--- src/rtl/control_pkg.sv ---
// control_pkg: shared encodings for the multi-cycle control unit.
// FSM states, opcode constants, flagALU / pc_src encodings, fault codes and opcode classes.
package control_pkg;

  typedef enum logic [2:0] {
    S_FETCH     = 3'd0,
    S_DECODE    = 3'd1,
    S_EXECUTE   = 3'd2,
    S_MEMORY    = 3'd3,
    S_WRITEBACK = 3'd4,
    S_HALT      = 3'd5
  } state_t;

  localparam logic [5:0] OP_ALU  = 6'd0;
  localparam logic [5:0] OP_LW   = 6'd1;
  localparam logic [5:0] OP_SW   = 6'd2;
  localparam logic [5:0] OP_J    = 6'd3;
  localparam logic [5:0] OP_SRL  = 6'd4;
  localparam logic [5:0] OP_SLL  = 6'd5;
  localparam logic [5:0] OP_BEQ  = 6'd6;
  localparam logic [5:0] OP_BNQ  = 6'd7;
  localparam logic [5:0] OP_HALT = 6'd63;

  localparam logic [1:0] FA_IDLE   = 2'd0;
  localparam logic [1:0] FA_FUNCT  = 2'd1;
  localparam logic [1:0] FA_OPCODE = 2'd2;

  localparam logic [1:0] PC_INC    = 2'd0;
  localparam logic [1:0] PC_BRANCH = 2'd1;
  localparam logic [1:0] PC_JUMP   = 2'd2;

  localparam logic [1:0] FAULT_NONE    = 2'd0;
  localparam logic [1:0] FAULT_TIMEOUT = 2'd1;
  localparam logic [1:0] FAULT_ILLEGAL = 2'd2;

  typedef enum logic [2:0] {
    CL_ALU,
    CL_LW,
    CL_SW,
    CL_J,
    CL_SHIFT,
    CL_BRANCH,
    CL_HALT,
    CL_ILLEGAL
  } op_class_t;

endpackage

--- src/rtl/control_decode.sv ---
// control_decode: purely combinational opcode-to-class decode plus the flagALU
// value the class drives during EXECUTE.
module control_decode
  import control_pkg::*;
#(
  parameter int bitsOP = 6
) (
  input  logic [bitsOP-1:0] i_op,
  output op_class_t         o_class,
  output logic [1:0]        o_flag_alu
);

  always_comb begin
    o_class = CL_ILLEGAL;
    case (i_op)
      bitsOP'(OP_ALU):  o_class = CL_ALU;
      bitsOP'(OP_LW):   o_class = CL_LW;
      bitsOP'(OP_SW):   o_class = CL_SW;
      bitsOP'(OP_J):    o_class = CL_J;
      bitsOP'(OP_SRL),
      bitsOP'(OP_SLL):  o_class = CL_SHIFT;
      bitsOP'(OP_BEQ),
      bitsOP'(OP_BNQ):  o_class = CL_BRANCH;
      bitsOP'(OP_HALT): o_class = CL_HALT;
      default:          o_class = CL_ILLEGAL;
    endcase
  end

  // Loads/stores borrow the FUNCT-class add for address computation.
  always_comb begin
    o_flag_alu = FA_IDLE;
    case (o_class)
      CL_ALU, CL_LW, CL_SW: o_flag_alu = FA_FUNCT;
      CL_SHIFT, CL_BRANCH:  o_flag_alu = FA_OPCODE;
      default:              o_flag_alu = FA_IDLE;
    endcase
  end

endmodule

--- src/rtl/control_unit.sv ---
// control_unit: multi-cycle FETCH/DECODE/EXECUTE/MEMORY/WRITEBACK sequencer with a
// ready-based memory handshake and timeout. Define ILLEGAL_TRAP_EN to halt on illegal opcodes.
module control_unit
  import control_pkg::*;
#(
  parameter int bitsOP      = 6,
  parameter int st          = 3,
  parameter int flag        = 2,
  parameter int MEM_TIMEOUT = 16
) (
  input  logic              clock,
  input  logic              reset,
  input  logic [bitsOP-1:0] OPCODE,
  input  logic              flagBRANCH,
  input  logic              mem_ready,
  output logic [st-1:0]     State,
  output logic [flag-1:0]   flagALU,
  output logic              mem_req,
  output logic              mem_we,
  output logic              ir_write,
  output logic              pc_write,
  output logic [1:0]        pc_src,
  output logic              reg_write,
  output logic              rd_src,
  output logic              halted,
  output logic [1:0]        fault_code
);

  localparam int CW = $clog2(MEM_TIMEOUT + 1);

  state_t            r_state, w_state_next;
  logic [bitsOP-1:0] r_op, w_dec_op;
  logic [CW-1:0]     r_wait_cnt, w_wait_next;
  logic [1:0]        r_fault_code, w_fault_next;
  op_class_t         w_class;
  logic [1:0]        w_flag_exec, w_flag_alu;
  logic              w_ready, w_timeout;

  // In DECODE the opcode is not yet captured, so decode the live field directly.
  assign w_dec_op = (r_state == S_DECODE) ? OPCODE : r_op;

  control_decode #(.bitsOP(bitsOP)) u_decode (
    .i_op       (w_dec_op),
    .o_class    (w_class),
    .o_flag_alu (w_flag_exec)
  );

  // Masking ready with reset keeps FETCH strobes quiet while reset is held.
  assign w_ready   = mem_ready & ~reset;
  assign w_timeout = (r_wait_cnt == CW'(MEM_TIMEOUT - 1));

  always_ff @(posedge clock or posedge reset) begin
    if (reset) begin
      r_state      <= S_FETCH;
      r_op         <= '0;
      r_wait_cnt   <= '0;
      r_fault_code <= FAULT_NONE;
    end else begin
      r_state      <= w_state_next;
      r_wait_cnt   <= w_wait_next;
      r_fault_code <= w_fault_next;
      if (r_state == S_DECODE) r_op <= OPCODE;
    end
  end

  always_comb begin
    w_state_next = r_state;
    w_wait_next  = '0;
    w_fault_next = r_fault_code;
    w_flag_alu   = FA_IDLE;
    mem_req      = 1'b0;
    mem_we       = 1'b0;
    ir_write     = 1'b0;
    pc_write     = 1'b0;
    pc_src       = PC_INC;
    reg_write    = 1'b0;
    rd_src       = 1'b0;
    halted       = 1'b0;
    case (r_state)
      S_FETCH: begin
        mem_req = 1'b1;
        if (w_ready) begin
          ir_write     = 1'b1;
          pc_write     = 1'b1;
          w_state_next = S_DECODE;
        end else if (w_timeout) begin
          w_state_next = S_HALT;
          w_fault_next = FAULT_TIMEOUT;
        end else begin
          w_wait_next = r_wait_cnt + CW'(1);
        end
      end
      S_DECODE: begin
        case (w_class)
          CL_J: begin
            pc_write     = 1'b1;
            pc_src       = PC_JUMP;
            w_state_next = S_FETCH;
          end
          CL_HALT: w_state_next = S_HALT;
          CL_ILLEGAL: begin
`ifdef ILLEGAL_TRAP_EN
            w_state_next = S_HALT;
            w_fault_next = FAULT_ILLEGAL;
`else
            w_state_next = S_FETCH;
`endif
          end
          default: w_state_next = S_EXECUTE;
        endcase
      end
      S_EXECUTE: begin
        w_flag_alu   = w_flag_exec;
        w_state_next = (w_class == CL_ALU || w_class == CL_SHIFT) ? S_WRITEBACK : S_MEMORY;
      end
      S_MEMORY: begin
        if (w_class == CL_BRANCH) begin
          pc_write     = flagBRANCH;
          pc_src       = PC_BRANCH;
          w_state_next = S_FETCH;
        end else begin
          mem_req = 1'b1;
          mem_we  = (w_class == CL_SW);
          if (w_ready) begin
            w_state_next = (w_class == CL_LW) ? S_WRITEBACK : S_FETCH;
          end else if (w_timeout) begin
            w_state_next = S_HALT;
            w_fault_next = FAULT_TIMEOUT;
          end else begin
            w_wait_next = r_wait_cnt + CW'(1);
          end
        end
      end
      S_WRITEBACK: begin
        reg_write    = 1'b1;
        rd_src       = (w_class == CL_LW);
        w_state_next = S_FETCH;
      end
      S_HALT: halted = 1'b1;
      default: w_state_next = S_FETCH;
    endcase
  end

  assign State      = st'(r_state);
  assign flagALU    = flag'(w_flag_alu);
  assign fault_code = r_fault_code;

endmodule

--- config.mk ---
export PLATFORM = sky130hd
export DESIGN_NAME = control_unit
export DESIGN_NICKNAME = d
export VERILOG_FILES = /design/src/rtl/control_pkg.sv /design/src/rtl/control_decode.sv /design/src/rtl/control_unit.sv
export SDC_FILE = /design/constraint.sdc
export NUM_CORES = 1
export LEC_CHECK = 0
export ABC_CLOCK_PERIOD_IN_PS = 5700
export CAP_MARGIN = 30
export CORE_MARGIN = 2
export CORE_UTILIZATION = 47
export DETAILED_ROUTE_END_ITERATION = 12
export HOLD_SLACK_MARGIN = 0.05
export PLACE_DENSITY = 0.75
export SLEW_MARGIN = 0
export SYNTH_ARGS = -nofsm -noshare
export SYNTH_HDL_FRONTEND = slang
export SYNTH_HIERARCHICAL = 1
export SYNTH_SLANG_ARGS = --single-unit
--- constraint.sdc ---
create_clock -name clock -period 5.7 [get_ports clock]
set_input_delay 0.855 -clock clock [delete_from_list [all_inputs] [get_ports clock]]
set_output_delay 0.855 -clock clock [all_outputs]
set_load 0.05 [all_outputs]
==> results.cfg, run 1 <==
[clock_network]
cts_tree = done
clk_latency_ns = 0.27
clk_pin_slew_ns = 0.08
cts_resized = 0
clkSinkCount = 15
htree_num_levels = 1
clockBufferDepth = 2
clockRootBuffer = clkbuf_4
post_cts_buffers = 0
cts_hold_buf = 0
numCtsBuffers = 3

[route]
drc = 0
ant_nets = 0
detail_route.wl_per_cell_um = 13.4
drt-initial-drc-count = 9
post_drt_via_cell_ratio = 5.55
drtPass1Iterations = 4
wl_um = 1960
vias = 810

[pwr]
share_comb_of_total_power_pct = 60.9
power_density_nw_per_um2 = 509
clock_power_share_pct = 9.6
p_leak_nw = 0.523
p_total_mw = 0.610
p_sw_share_pct = 48.5
p_sw_mw = 0.296
seqPwrFrac_pct = 29.5
peakVddDrop_uv = 231
internal_power_mw = 0.314

[worst_setup_path]
start_kind = register
r2r_end = r_wait_cnt[3]
crit_arrival_ns = 4.01
ff2ff_setup_slack_ns = 2.54
reg2regPathDepth = 8
critPathRequiredTime_ns = 4.85
endpoint_kind = primary output
timing.rr.start = State[1]
criticalPathCategory = reg2out
crit_fanout = 14

[global_route]
grt.total_usage_pct = 18.1
antenna_found_initial = 0
grt_pass1_vias = 808
use_met3_pct = 3.09
grt_max_degree = 16
use_met2_pct = 30.8
grt_pass1_wl_um = 3370
gr-usage-met1_pct = 21.8
gr-max-usage-layer = met2
grt_overflow = 0

[logic_synthesis]
ys.flop_type = dfrtp_1
synthArstFlopShare_pct = 100
synth_top_area_share_pct = 40.2
synthesis.instances = 95
syn-num-nets = 106
ys_ff_latch = 15
syn_area_um2 = 935
synthDistinctLibCells = 43
synth_edf_count = 0
synth_seq_area_share_pct = 40.2
netlist_top_cells_area = dfrtp_1 40%, mux2_2 7.2%, nor3_1 3.7%
synth_warnings = 6
syn_area_per_cell_um2 = 9.84
yosysTopAreaCell = dfrtp_1

[hold_path]
min_path_type = reg2reg
holdCritStartpoint = r_wait_cnt[0]
min_path_cells = 1
min_to = r_wait_cnt[0]

[die]
rows = 16
die_x_um = 48.6
start_util_pct = 48.6
fp.dieH_um = 48.6
ios = 26
placeableCoreArea_um2 = 1920
die-area_um2 = 2360

[sta]
slew_violations = 0
tightest_slew_ns = 0.599
fin_worst_skew_ns = 0.00230
period_share_pct = 85.3
setup_ws_ns = 0.840
setup_tns_ns = 0
rsz0062_at_grt = false
setup_viol = 0
fin_crit_ns = 4.86
fmax_ghz = 0.206
slew_headroom_pct = 59.7
finalHoldViolCount = 0

[outcome]
outcome = complete, no violations

[flow_run]
drv_cap = 0

[cells_and_area]
final_cell_area_um2 = 1200
fin_nets = 131
layout-drive-gt1-share_pct = 18.5
num_antenna_cells = 0
nFillCells = 176
mostFrequentLayoutCells = 24 x clkdlybuf4s50_1, 15 x dfrtp_1, 9 x nor2_1, 7 x nor3_1, 6 x mux2_2
mostFrequentLayoutCell = clkdlybuf4s50_1
syn_to_final_growth_pct = 28.4

[place]
post-dp-hpwl_um = 1430
dpl_cell_area_um2 = 1170
place_ws_ns = 1.19
port-buffer-count = 24
gp_congestion = 0.874
-- registers in the layout (all words and copies together), names as in the netlist --
| name | count |
|---|---|
| r_op | 6 |
| r_wait_cnt | 5 |
| State | 3 |
| fault_code | 1 |
-- synthesized netlist by cell type, types with 3 or more instances --
cell,count
o21ai_0,3
xor2_1,3
nor3_1,7
nand3_1,3
nor2_1,9
nand2_1,5
dfrtp_1,15
mux2_2,6
inv_1,3
nand2b_1,3
-- through the flow --
step | hold slack, ns | std cells | util, %
floorplan | 0.430 | 95 | -
global placement | 0.449 | 142 | 61.1
detailed placement | 0.455 | 142 | 61.1
CTS | 0.467 | 146 | 62.4
global route | 0.494 | 146 | 62.4
finish | 0.464 | 146 | 62.4
-- power by group through the flow --
stage               combinational [mW]  clock [mW]  sequential [mW]
CTS                              0.371      0.0613            0.181
global placement                 0.360           0            0.180
global route                     0.401      0.0674            0.187
detailed placement               0.369           0            0.183
finish                           0.371      0.0585            0.180
floorplan                        0.283           0            0.187
-- kinds of logic after synthesis --
logic type | Yosys count | share of synthesized area [%]
buffers and inverters | 8 | 5.35
AO/OA/AOI/OAI | 13 | 9.64
other | 1 | 0.401
flip-flops | 15 | 40.2
multiplexers | 7 | 8.30
AND/OR/NAND/NOR | 47 | 32.0
XOR/XNOR | 3 | 2.81
adder cells (fa/ha/maj) | 1 | 1.34
-- critical path: stages, from the launching register on --
cell and delay [ns]:
dfrtp_1 0.54, nand2b_1 0.31, nor2_2 0.30, mux2_2 0.41, nor3_1 0.31, o21ai_0 0.31
and2b_2 0.32, nand2_1 0.07, nor3_1 0.19, a211o_1 0.16, clkdlybuf4s50_1 0.80
-- area by class of cell --
type | count | area [um2] | share of cell area [%]
clock buffer | 4 | 26.3 | 2.19
inverter | 4 | 15.0 | 1.25
multi-input combinational | 72 | 509 | 42.4
sequential | 15 | 375 | 31.3
tap | 27 | 33.8 | 2.82
timing repair buffer | 24 | 240 | 20.0
-- per-layer routing --
metal  part of all wire [%]  up-vias
li1                       -      392
met1                     46      391
met2                     48       25
met3                    4.8        2
met4                   0.66        0
met5                      0        -
-- how the worst max path moves through the flow --
| stage | startpoint | endpoint | slack (ns) | depth (start not counted) |
|---|---|---|---|---|
| floorplan | State[1] | pc_write | 0.91 | 9 |
| global placement | OPCODE[5] | pc_write | 1.29 | 9 |
| detailed placement | OPCODE[5] | pc_write | 1.19 | 9 |
| CTS | State[1] | pc_write | 0.87 | 10 |
| global route | State[1] | pc_write | 0.53 | 10 |
| finish | State[1] | pc_write | 0.84 | 10 |
Note: power is estimated with default switching activity, not from simulation.
==> run 2: changes to the inputs <==
- TNS_END_PERCENT: unset -> 30
==> results of run 2 <==
No change in the layout: final DEF, timing and power equal those of run 1.
